File: config.mk
export PLATFORM = sky130hd
export DESIGN_NAME = gamma_fade_sched
export DESIGN_NICKNAME = d
export VERILOG_FILES = /design/src/rtl/gamma_pkg.sv /design/src/rtl/gamma_rr_arbiter.sv /design/src/rtl/gamma_fade_sched.sv
export SDC_FILE = /design/constraint.sdc
export NUM_CORES = 1
export LEC_CHECK = 0
export CORE_MARGIN = 1
export CORE_UTILIZATION = 57
export DETAILED_ROUTE_END_ITERATION = 8
export PLACE_DENSITY = 0.79
export SYNTH_ARGS = -nofsm -noshare
export SYNTH_HDL_FRONTEND = slang
export SYNTH_SLANG_ARGS = --single-unit
File: constraint.sdc
create_clock -name clk -period 4.28 [get_ports clk]
set_input_delay 0.856 -clock clk [delete_from_list [all_inputs] [get_ports clk]]
set_output_delay 0.856 -clock clk [all_outputs]
set_load 0.02 [all_outputs]
File: src/rtl/gamma_pkg.sv
// ---------------------------------------------------------------------------
// gamma_pkg
// Shared constants and types for the gamma fade scheduler.
//   N_CH_DEF / G_PW_DEF / G_OW_DEF / RATE_W_DEF : default parameter values
//   CH_W          : width of a channel index (covers up to 4 channels)
//   sched_state_e : lookup scheduler states
// ---------------------------------------------------------------------------
package gamma_pkg;

  localparam int N_CH_DEF   = 3;
  localparam int G_PW_DEF   = 8;
  localparam int G_OW_DEF   = 16;
  localparam int RATE_W_DEF = 18;
  localparam int CH_W       = 2;

  // S_IDLE: look for a pending channel and issue its ROM address
  // S_WAIT: ROM is reading the address
  // S_CAPT: ROM data is valid, copy it into the channel's shadow compare
  typedef enum logic [1:0] {
    S_IDLE = 2'd0,
    S_WAIT = 2'd1,
    S_CAPT = 2'd2
  } sched_state_e;

endpackage

File: src/rtl/gamma_rr_arbiter.sv
// ---------------------------------------------------------------------------
// gamma_rr_arbiter
// Combinational round-robin pick over a request vector.
//   req       in  N_CH  request (pending) vector
//   ptr       in  CH_W  first index to consider; must be < N_CH
//   gnt       out CH_W  first requesting index at or after ptr (wrapping)
//   gnt_valid out 1     at least one request is set
// ---------------------------------------------------------------------------
module gamma_rr_arbiter #(
  parameter int N_CH = 3,
  parameter int CH_W = 2
) (
  input  logic [N_CH-1:0] req,
  input  logic [CH_W-1:0] ptr,
  output logic [CH_W-1:0] gnt,
  output logic            gnt_valid
);

  always_comb begin
    logic [CH_W:0]   sum;
    logic [CH_W-1:0] idx;
    gnt       = '0;
    gnt_valid = 1'b0;
    sum       = '0;
    idx       = '0;
    for (int i = 0; i < N_CH; i++) begin
      // (ptr + i) mod N_CH without a divider: ptr < N_CH and i < N_CH,
      // so one conditional subtract is enough.
      sum = {1'b0, ptr} + (CH_W+1)'(i);
      if (sum >= (CH_W+1)'(N_CH)) begin
        sum = sum - (CH_W+1)'(N_CH);
      end
      idx = sum[CH_W-1:0];
      if (!gnt_valid && req[idx]) begin
        gnt       = idx;
        gnt_valid = 1'b1;
      end
    end
  end

endmodule

File: src/rtl/gamma_fade_sched.sv
// ---------------------------------------------------------------------------
// gamma_fade_sched
// Per-channel brightness fader, time-shared gamma ROM lookup and glitch-free
// PWM generation.
//   clk, rst_n   clock, asynchronous active-low reset
//   cmd_*        command channel: set target level and step rate of cmd_ch
//   lut_addr     registered address to the external synchronous gamma ROM
//   lut_data     ROM data, valid one clock after lut_addr changes
//   at_target    per channel: level equals target
//   pwm_out      registered active-high PWM per channel
//   sched_state  lookup scheduler state, for observation
//
// Handshake: a command transfers on any rising edge where cmd_valid and
// cmd_ready are both high. cmd_ready is low in reset and high from the first
// clock after release; the source holds cmd_ch/target/rate stable while
// cmd_valid is high and not yet accepted. Back-to-back transfers are legal.
// ---------------------------------------------------------------------------
module gamma_fade_sched
  import gamma_pkg::*;
#(
  parameter int N_CH   = N_CH_DEF,
  parameter int G_PW   = G_PW_DEF,
  parameter int G_OW   = G_OW_DEF,
  parameter int RATE_W = RATE_W_DEF
) (
  input  logic              clk,
  input  logic              rst_n,
  input  logic              cmd_valid,
  output logic              cmd_ready,
  input  logic [1:0]        cmd_ch,
  input  logic [G_PW-1:0]   cmd_target,
  input  logic [RATE_W-1:0] cmd_rate,
  output logic [G_PW-1:0]   lut_addr,
  input  logic [G_OW-1:0]   lut_data,
  output logic [N_CH-1:0]   at_target,
  output logic [N_CH-1:0]   pwm_out,
  output sched_state_e      sched_state
);

  // ---- fade engine state ----
  logic [G_PW-1:0]   level_q  [N_CH];
  logic [G_PW-1:0]   target_q [N_CH];
  logic [RATE_W-1:0] rate_q   [N_CH];
  logic [RATE_W-1:0] tick_q   [N_CH];
  logic [G_PW-1:0]   level_d  [N_CH];
  logic [G_PW-1:0]   target_d [N_CH];
  logic [RATE_W-1:0] rate_d   [N_CH];
  logic [RATE_W-1:0] tick_d   [N_CH];
  logic [N_CH-1:0]   lvl_chg;
  logic [N_CH-1:0]   at_target_d;
  logic [N_CH-1:0]   pending_q;
  logic [N_CH-1:0]   pending_d;
  logic [N_CH-1:0]   pend_clr;
  logic              cmd_fire;

  // ---- scheduler state ----
  sched_state_e      state_q, state_d;
  logic [CH_W-1:0]   rr_ptr_q;
  logic [CH_W-1:0]   cur_ch_q;
  logic [CH_W-1:0]   gnt;
  logic              gnt_valid;
  logic              issue;
  logic              capture;

  // ---- PWM state ----
  logic [G_OW-1:0]   shadow_q [N_CH];
  logic [G_OW-1:0]   active_q [N_CH];
  logic [G_OW-1:0]   pwm_cnt_q;

  assign cmd_fire    = cmd_valid && cmd_ready;
  assign sched_state = state_q;

  // ------------------------------------------------------------------------
  // Fade engine. A command to a channel wins over any step due that cycle.
  // ------------------------------------------------------------------------
  always_comb begin
    lvl_chg     = '0;
    at_target_d = '0;
    for (int i = 0; i < N_CH; i++) begin
      level_d[i]  = level_q[i];
      target_d[i] = target_q[i];
      rate_d[i]   = rate_q[i];
      tick_d[i]   = tick_q[i];
      if (cmd_fire && (cmd_ch == CH_W'(i))) begin
        target_d[i] = cmd_target;
        rate_d[i]   = cmd_rate;
        tick_d[i]   = '0;
      end else if (level_q[i] != target_q[i]) begin
        if (rate_q[i] == '0) begin
          level_d[i] = target_q[i];
        end else if (tick_q[i] == rate_q[i] - RATE_W'(1)) begin
          tick_d[i]  = '0;
          level_d[i] = (target_q[i] > level_q[i]) ? level_q[i] + G_PW'(1)
                                                  : level_q[i] - G_PW'(1);
        end else begin
          tick_d[i] = tick_q[i] + RATE_W'(1);
        end
      end else begin
        tick_d[i] = '0;
      end
      lvl_chg[i]     = (level_d[i] != level_q[i]);
      // Compare next-state values so the flag lines up with the level and
      // target registers of the same cycle.
      at_target_d[i] = (level_d[i] == target_d[i]);
    end
  end

  // A change in the same cycle as the issue re-arms the flag, so the newest
  // level always gets another lookup.
  assign pending_d = (pending_q & ~pend_clr) | lvl_chg;

  always_ff @(posedge clk or negedge rst_n) begin
    if (!rst_n) begin
      for (int i = 0; i < N_CH; i++) begin
        level_q[i]  <= '0;
        target_q[i] <= '0;
        rate_q[i]   <= '0;
        tick_q[i]   <= '0;
      end
      pending_q <= '0;
      at_target <= '1;
      cmd_ready <= 1'b0;
    end else begin
      for (int i = 0; i < N_CH; i++) begin
        level_q[i]  <= level_d[i];
        target_q[i] <= target_d[i];
        rate_q[i]   <= rate_d[i];
        tick_q[i]   <= tick_d[i];
      end
      pending_q <= pending_d;
      at_target <= at_target_d;
      cmd_ready <= 1'b1;
    end
  end

  // ------------------------------------------------------------------------
  // Lookup scheduler: issue -> wait for ROM -> capture, one lookup per
  // three clocks.
  // ------------------------------------------------------------------------
  gamma_rr_arbiter #(
    .N_CH (N_CH),
    .CH_W (CH_W)
  ) u_arb (
    .req       (pending_q),
    .ptr       (rr_ptr_q),
    .gnt       (gnt),
    .gnt_valid (gnt_valid)
  );

  always_comb begin
    state_d = state_q;
    issue   = 1'b0;
    capture = 1'b0;
    case (state_q)
      S_IDLE: begin
        if (gnt_valid) begin
          issue   = 1'b1;
          state_d = S_WAIT;
        end
      end
      S_WAIT: state_d = S_CAPT;
      S_CAPT: begin
        capture = 1'b1;
        state_d = S_IDLE;
      end
      default: state_d = S_IDLE;
    endcase
  end

  always_comb begin
    pend_clr = '0;
    if (issue) begin
      pend_clr[gnt] = 1'b1;
    end
  end

  always_ff @(posedge clk or negedge rst_n) begin
    if (!rst_n) begin
      state_q  <= S_IDLE;
      lut_addr <= '0;
      cur_ch_q <= '0;
      rr_ptr_q <= '0;
      for (int i = 0; i < N_CH; i++) begin
        shadow_q[i] <= '0;
      end
    end else begin
      state_q <= state_d;
      if (issue) begin
        lut_addr <= level_q[gnt];
        cur_ch_q <= gnt;
      end
      if (capture) begin
        shadow_q[cur_ch_q] <= lut_data;
        rr_ptr_q <= (cur_ch_q == CH_W'(N_CH - 1)) ? '0 : cur_ch_q + CH_W'(1);
      end
    end
  end

  // ------------------------------------------------------------------------
  // PWM. Active compares only load at counter wrap, so a shadow update can
  // never cut or stretch the pulse already in progress.
  // ------------------------------------------------------------------------
  always_ff @(posedge clk or negedge rst_n) begin
    if (!rst_n) begin
      pwm_cnt_q <= '0;
      pwm_out   <= '0;
      for (int i = 0; i < N_CH; i++) begin
        active_q[i] <= '0;
      end
    end else begin
      pwm_cnt_q <= pwm_cnt_q + G_OW'(1);
      for (int i = 0; i < N_CH; i++) begin
        if (&pwm_cnt_q) begin
          active_q[i] <= shadow_q[i];
        end
        pwm_out[i] <= (pwm_cnt_q < active_q[i]);
      end
    end
  end

endmodule

Word-level counts from Yosys, hierarchy flattened
Index checks and enable logic that the tools add are counted.
{ "word_totals": {"register_bits": 292, "out_inout_bits": 17, "elab_cells": 165, "inputBits": 47} }
{ "op_classes": {"n_addsub": 19, "n_eq_ne": 21, "n_reduce_logical": 16, "magnitude_cmp": 17, "bitwise_logic": 5, "mux": 60} }
{ "op_table": {"columns": ["operator", "count"], "rows": [
  ["18-bit two-way mux", 12],
  ["8-bit two-way mux", 20],
  ["18-bit by 1-bit adder with 18-bit output (second input constant)", 3],
  ["18-bit equality test", 3],
  ["18-bit logical NOT", 3],
  ["18-bit by 1-bit subtractor with 18-bit output (second input constant)", 3],
  ["48-bit bitwise mux", 1],
  ["16-bit < comparator", 3],
  ["8-bit inequality test", 6],
  ["16-bit demux with 2-bit select", 1],
  ["8-bit by 1-bit adder with 8-bit output (second input constant)", 3],
  ["8-bit equality test", 3],
  ["8-bit > comparator", 3],
  ["8-bit by 1-bit subtractor with 8-bit output (second input constant)", 3],
  ["16-bit by 1-bit adder with 16-bit output (second input constant)", 1],
  ["8-bit binary-select mux with 2-bit select", 1],
  ["16-bit two-way mux", 1],
  ["2-bit two-way mux", 8],
  ["16-bit AND reduction", 1],
  ["2-bit by 3-bit < comparator with 1-bit output (second input constant)", 4],
  ["1-bit two-way mux", 10],
  ["3-bit inequality test (second input constant)", 3],
  ["1-bit logical AND", 8],
  ["1-bit binary-select mux with 2-bit select", 3],
  ["other kinds (21)", 31]
]} }

Longest topological paths before layout
Gate-level depths: netlist of the first run.
{ "depth": {"ltp_word": 19, "depth_mapped": 19, "mapped_depth_nobuf": 18} }

Cells and area by module
From an unflattened synthesis of the first run, not the netlist that was laid out.
{ "hier_totals": {"hier_cells": 1818, "area_unflattened_um2": 17549.3} }
{ "modules_own_cells": {"columns": ["mod", "seq_area_each_um2", "area_per_inst_um2", "cells_each", "n_inst"], "rows": [
  ["gamma_fade_sched", 7310.8, 17349.1, 1792, 1],
  ["gamma_rr_arbiter", 0.0, 200.2, 26, 1]
]} }

Worst setup path before layout of the first run
OpenSTA, ideal clock, no wires.
{ "synth_timing": {"kind": "flip-flop to flip-flop", "startpoint": "register level_q[17] (netlist bit)", "endpoint": "register at_target[0]", "path_stages_with_launch": 18, "arrival_ns": 4.013, "t_required_ns": 4.191, "synth_period_minus_slack_ns": 4.102, "setup_time_ns": 0.089, "n_path_buf": 1, "slack_ns": 0.178, "path_cell_list": "dfrtp_1 -> clkbuf_1 -> inv_1 -> ha_1 -> nor2b_1 -> o211ai_1 -> a21oi_1 -> o21ai_0 -> ha_1 -> a21oi_1 -> o21ai_0 -> o21a_1 -> o41ai_1 -> xor2_1 -> o41a_1 -> o211ai_1 -> o211ai_1 -> nor4b_2"} }
{ "synth_via": {"elab_chain_cells": 7, "word_cells_on_any_way": 10, "cone_classes": "add/sub (2); order compare (1); eq/ne (2); mux (5)"} }
{ "synth_rtl": {"columns": ["item", "line", "text"], "rows": [
  ["start, declared", "gamma_fade_sched.sv:41", "logic [G_PW-1:0] level_q [N_CH];"],
  ["start signal, assigned by index", "gamma_fade_sched.sv:125", "level_q[i] <= level_d[i];"],
  ["8-bit by 1-bit subtractor with 8-bit output, or another cell as far along", "gamma_fade_sched.sv:94", ": level_q[i] - G_PW'(1);"],
  ["8-bit two-way mux", "gamma_fade_sched.sv:93", "level_d[i] = (target_q[i] > level_q[i]) ? level_q[i] + G_PW'(1)"],
  ["8-bit two-way mux", "gamma_fade_sched.sv:91", "end else if (tick_q[i] == rate_q[i] - RATE_W'(1)) begin"],
  ["8-bit two-way mux", "gamma_fade_sched.sv:89", "if (rate_q[i] == '0) begin"],
  ["8-bit two-way mux", "gamma_fade_sched.sv:88", "end else if (level_q[i] != target_q[i]) begin"],
  ["8-bit two-way mux (*)", "gamma_fade_sched.sv:84", "if (cmd_fire && (cmd_ch == CH_W'(i))) begin"],
  ["8-bit equality test (*)", "gamma_fade_sched.sv:104", "at_target_d[i] = (level_d[i] == target_d[i]);"],
  ["via at_target_d[0]", "gamma_fade_sched.sv:50", "logic [N_CH-1:0] at_target_d;"],
  ["end signal, assigned", "gamma_fade_sched.sv:131", "at_target <= at_target_d;"],
  ["end, declared", "gamma_fade_sched.sv:35", "output logic [N_CH-1:0] at_target,"]
]} }
The timed path passes the listed nets; every way through them passes the cells marked *.
A chain may end at the register's enable or synchronous reset.

Worst setup path in the final report of the first run
{ "layout_timing": {"startpoint": "register rate_q[40] (netlist bit)", "endpoint": "register at_target[0]"} }
{ "layout_via": {"elab_chain_cells": 7, "word_cells_on_any_way": 8, "cone_classes": "add/sub (1); eq/ne (2); mux (4); reduce/logical (1)"} }
{ "layout_rtl": {"columns": ["item", "line", "text"], "rows": [
  ["start, declared", "gamma_fade_sched.sv:43", "logic [RATE_W-1:0] rate_q [N_CH];"],
  ["start signal, assigned by index", "gamma_fade_sched.sv:127", "rate_q[i] <= rate_d[i];"],
  ["18-bit by 1-bit subtractor with 18-bit output", "gamma_fade_sched.sv:91", null],
  ["18-bit equality test", "gamma_fade_sched.sv:91", null],
  ["8-bit two-way mux", "gamma_fade_sched.sv:91", null],
  ["8-bit two-way mux (*)", "gamma_fade_sched.sv:89", null],
  ["8-bit two-way mux (*)", "gamma_fade_sched.sv:88", null],
  ["8-bit two-way mux (*)", "gamma_fade_sched.sv:84", null],
  ["8-bit equality test (*)", "gamma_fade_sched.sv:104", null],
  ["via at_target_d[0]", "gamma_fade_sched.sv:50", null]
]} }
Marks and branches as above.

==> results.cfg, run 1 <==
[run_status]
status = finished, final reports clean

[setup_path]
reg2reg_slack_ps = 210
startpoint_type = flop
crit_path_max_incr_delay_ps = 640
rr_worst_depth = 10
startpoint = rate_q[40]
path_max_fanout = 11
crit_family = simple AND/OR/NAND/NOR gates
critPathBufInv = 0
crit_cells = 10
cp_slowest_cell = or4_1
reg2reg_from = rate_q[40]
r2r-end = at_target[0]
crit_end = at_target[0]
worstSetupPathType = reg2reg
required_ps = 4720
critPathArrivalTime_ps = 4510
cp-end-kind = flop
path_cells = or4_4, or4_1, nand2b_1, o31ai_2, o2111a_2, a31o_1, a21oi_1, or3_1, a31oi_1, nor4b_2

[logic_synthesis]
synthCells = 1996
synth_seq_cells = 292
avgSynthCellArea_um2 = 9.29
ys_seq_area_frac = 0.394
synth_area_leader_cell = dfrtp_1
synth_cell_types = 95
synthArstFlopShare = 1.00
synth.area.top_cells = dfrtp_1, mux2_2, ha_1, o21ai_0, nand2_1
synth_area_um2 = 18500
yosysMostFrequentCell = dfrtp_1
syn-num-nets = 2142
synth_top_area_share = 0.390
yosysWarnings = 0
synth_commonest_cells = dfrtp_1, o21ai_0, nand2_1
synth_edf_count = 0
synth_flop_cell = dfrtp_1

[power]
swShare = 0.382
ir_drop_mv = 0.400
combPwrFrac = 0.407
p_leak_nw = 8.98
power_density_nw_per_um2 = 561
internal_power_mw = 7.31
clkPwrFrac = 0.249
p_seq_frac = 0.344
switchingPower_mw = 4.52

[clock_tree]
cts_inserted_buffers = 34
htree_levels = 2
clockBufferDepth = 3
clock_sinks = 292
hold_buffers = 0
cts.clk_slew.worst_paths_ps = 60
clock-root-buffer = clkbuf_16
clock_latency_ps = 520
cts_tree = done

[drt]
dr.max_layer_used = met4
drtIter0Drc = 1296
routed_wl_um = 49300
dr_wl_met3_um = 2950
drt-met1-wl_um = 21000
wl_per_cell_um = 19.5
dr_wl_met2_um = 23600
drcViolationCount = 0
drtPass1Iterations = 8
via_per_inst = 6.23
num_vias = 15800
ant_nets = 0

[die]
core-area_um2 = 31800
dieArea_um2 = 33300
ios = 64
initial_core_util = 0.583
num_rows = 65
die_x_um = 182
die_h_um = 182

[worst_hold_path]
hold_class = in2async

[final_layout]
final-seq-area_um2 = 7310
final_area_um2 = 21100
antenna_cells = 0
area_delta_synth_final_pct = 13.7
layoutNonFillerInstCount = 2531
nFillCells = 2525
fin_util = 0.663
multi_input_area_um2 = 10500
finalNetCount = 2217
drive_above_1_share = 0.150

[sta]
whs_ps = 390
fin_crit_ps = 4070
hold_violations = 0
finalCritPeriodShare = 0.950
slew_headroom = 0.352
fin_ws_ps = 215
setup_viol = 0
timing.fmax_ghz = 0.246
tightest_slew_ps = 968
skew_ps = 17.0
finalMaxSlewViolations = 0

[global_route]
grt_pass1_wl_um = 80400
gr-total-overflow = 0
antenna_found_initial = 0
grt_util_all_layers = 0.301
grt_max_degree = 118
grt_pass1_vias = 15300

[place]
dp_hpwl_um = 35900
placed_cell_area_um2 = 19900
place_inst = 2469
io_buffer_count = 63
place.gp.congestion = 0.949
place_ws_ps = 180

[job]
drv_cap = 0
-- layout make-up --
cell class / count / share of cell area
Timing Repair Buffer: 128 / 0.0544
Clock buffer: 48 / 0.0467
Clock inverter: 13 / 0.00712
Multi-Input combinational cell: 1506 / 0.500
Inverter: 109 / 0.0194
Sequential cell: 292 / 0.347
Tap cell: 435 / 0.0258
-- worst min-delay path by stage --
| stage | to | depth (start not counted) | start |
|---|---|---|---|
| global placement | active_q[6] | 2 | shadow_q[6] |
| finish | shadow_q[19] | 1 | rst_n |
| detailed placement | active_q[12] | 2 | shadow_q[12] |
| CTS | active_q[19] | 1 | rst_n |
| global route | shadow_q[19] | 1 | rst_n |
| floorplan | active_q[10] | 2 | shadow_q[10] |
-- metal layers --
metal  GRT usage  vias to the layer above
li1            -                     7409
met1       0.399                     7698
met2       0.501                      570
met3      0.0435                       99
met4       0.115                        0
met5           0                        -
-- power by group through the flow --
| stage | Sequential [mW] | Combinational [mW] | Clock [mW] |
|---|---|---|---|
| floorplan | 3.90 | 3.44 | 0 |
| global placement | 4.05 | 4.58 | 0 |
| detailed placement | 4.10 | 4.70 | 0 |
| CTS | 4.06 | 4.74 | 3.00 |
| global route | 4.16 | 5.28 | 3.11 |
| finish | 4.07 | 4.81 | 2.95 |
-- metrics by stage --
stage	total power [mW]	setup TNS [ps]
global route	12.6	-14.2
finish	11.8	0
detailed placement	8.79	0
CTS	11.8	0
floorplan	7.34	0
global placement	8.63	0
-- state kept, by name, indices dropped and copies added, names as in the netlist, 8 cells and up --
name / count
target_q: 24
pwm_cnt_q: 16
lut_addr: 8
shadow_q: 48
rate_q: 54
tick_q: 54
active_q: 48
level_q: 24
-- cells in the final DEF (no fill, tap or decap), drive strengths merged, types with 24 or more instances in the layout --
| cell | synthesis | routed |
|---|---|---|
| nor2 | 135 | 135 |
| a21o | 34 | 34 |
| xor2 | 50 | 50 |
| clkdlybuf4s50 | 0 | 62 |
| nor3 | 44 | 44 |
| dfrtp | 289 | 289 |
| nand4 | 43 | 43 |
| clkbuf | 67 | 48 |
| nand3 | 62 | 62 |
| a21oi | 73 | 73 |
| and3 | 43 | 43 |
| nor4 | 28 | 28 |
| buf | 22 | 66 |
| nand2 | 173 | 173 |
| xnor2 | 66 | 66 |
| mux2 | 134 | 134 |
| ha | 96 | 96 |
| o211ai | 24 | 24 |
| inv | 109 | 111 |
| o21ai | 184 | 184 |
-- kinds of logic after synthesis --
family | share of synthesized area
DFF | 0.394
adders and majority gates | 0.0691
buffers and inverters | 0.0416
other | 0.000202
and+or+nand+nor | 0.184
AOI/OAI and AO/OA | 0.170
muxes | 0.0862
xor gates and xnor gates | 0.0548
-- timing repair --
action,4_1_cts,5_1_grt
setup endpoints to repair,0,19
gates resized for setup,0,10
setup buffers,0,1
Power figures use the tool's default switching activity.
==> inputs of run 2 (changes only) <==
--- a/config.mk
+++ b/config.mk
@@ -5,6 +5,7 @@
 export SDC_FILE = /design/constraint.sdc
 export NUM_CORES = 1
 export LEC_CHECK = 0
+export CAP_MARGIN = 20
 export CORE_MARGIN = 1
 export CORE_UTILIZATION = 57
 export DETAILED_ROUTE_END_ITERATION = 8
==> results of run 2 <==
No change in the layout: final DEF, timing and power equal those of run 1.
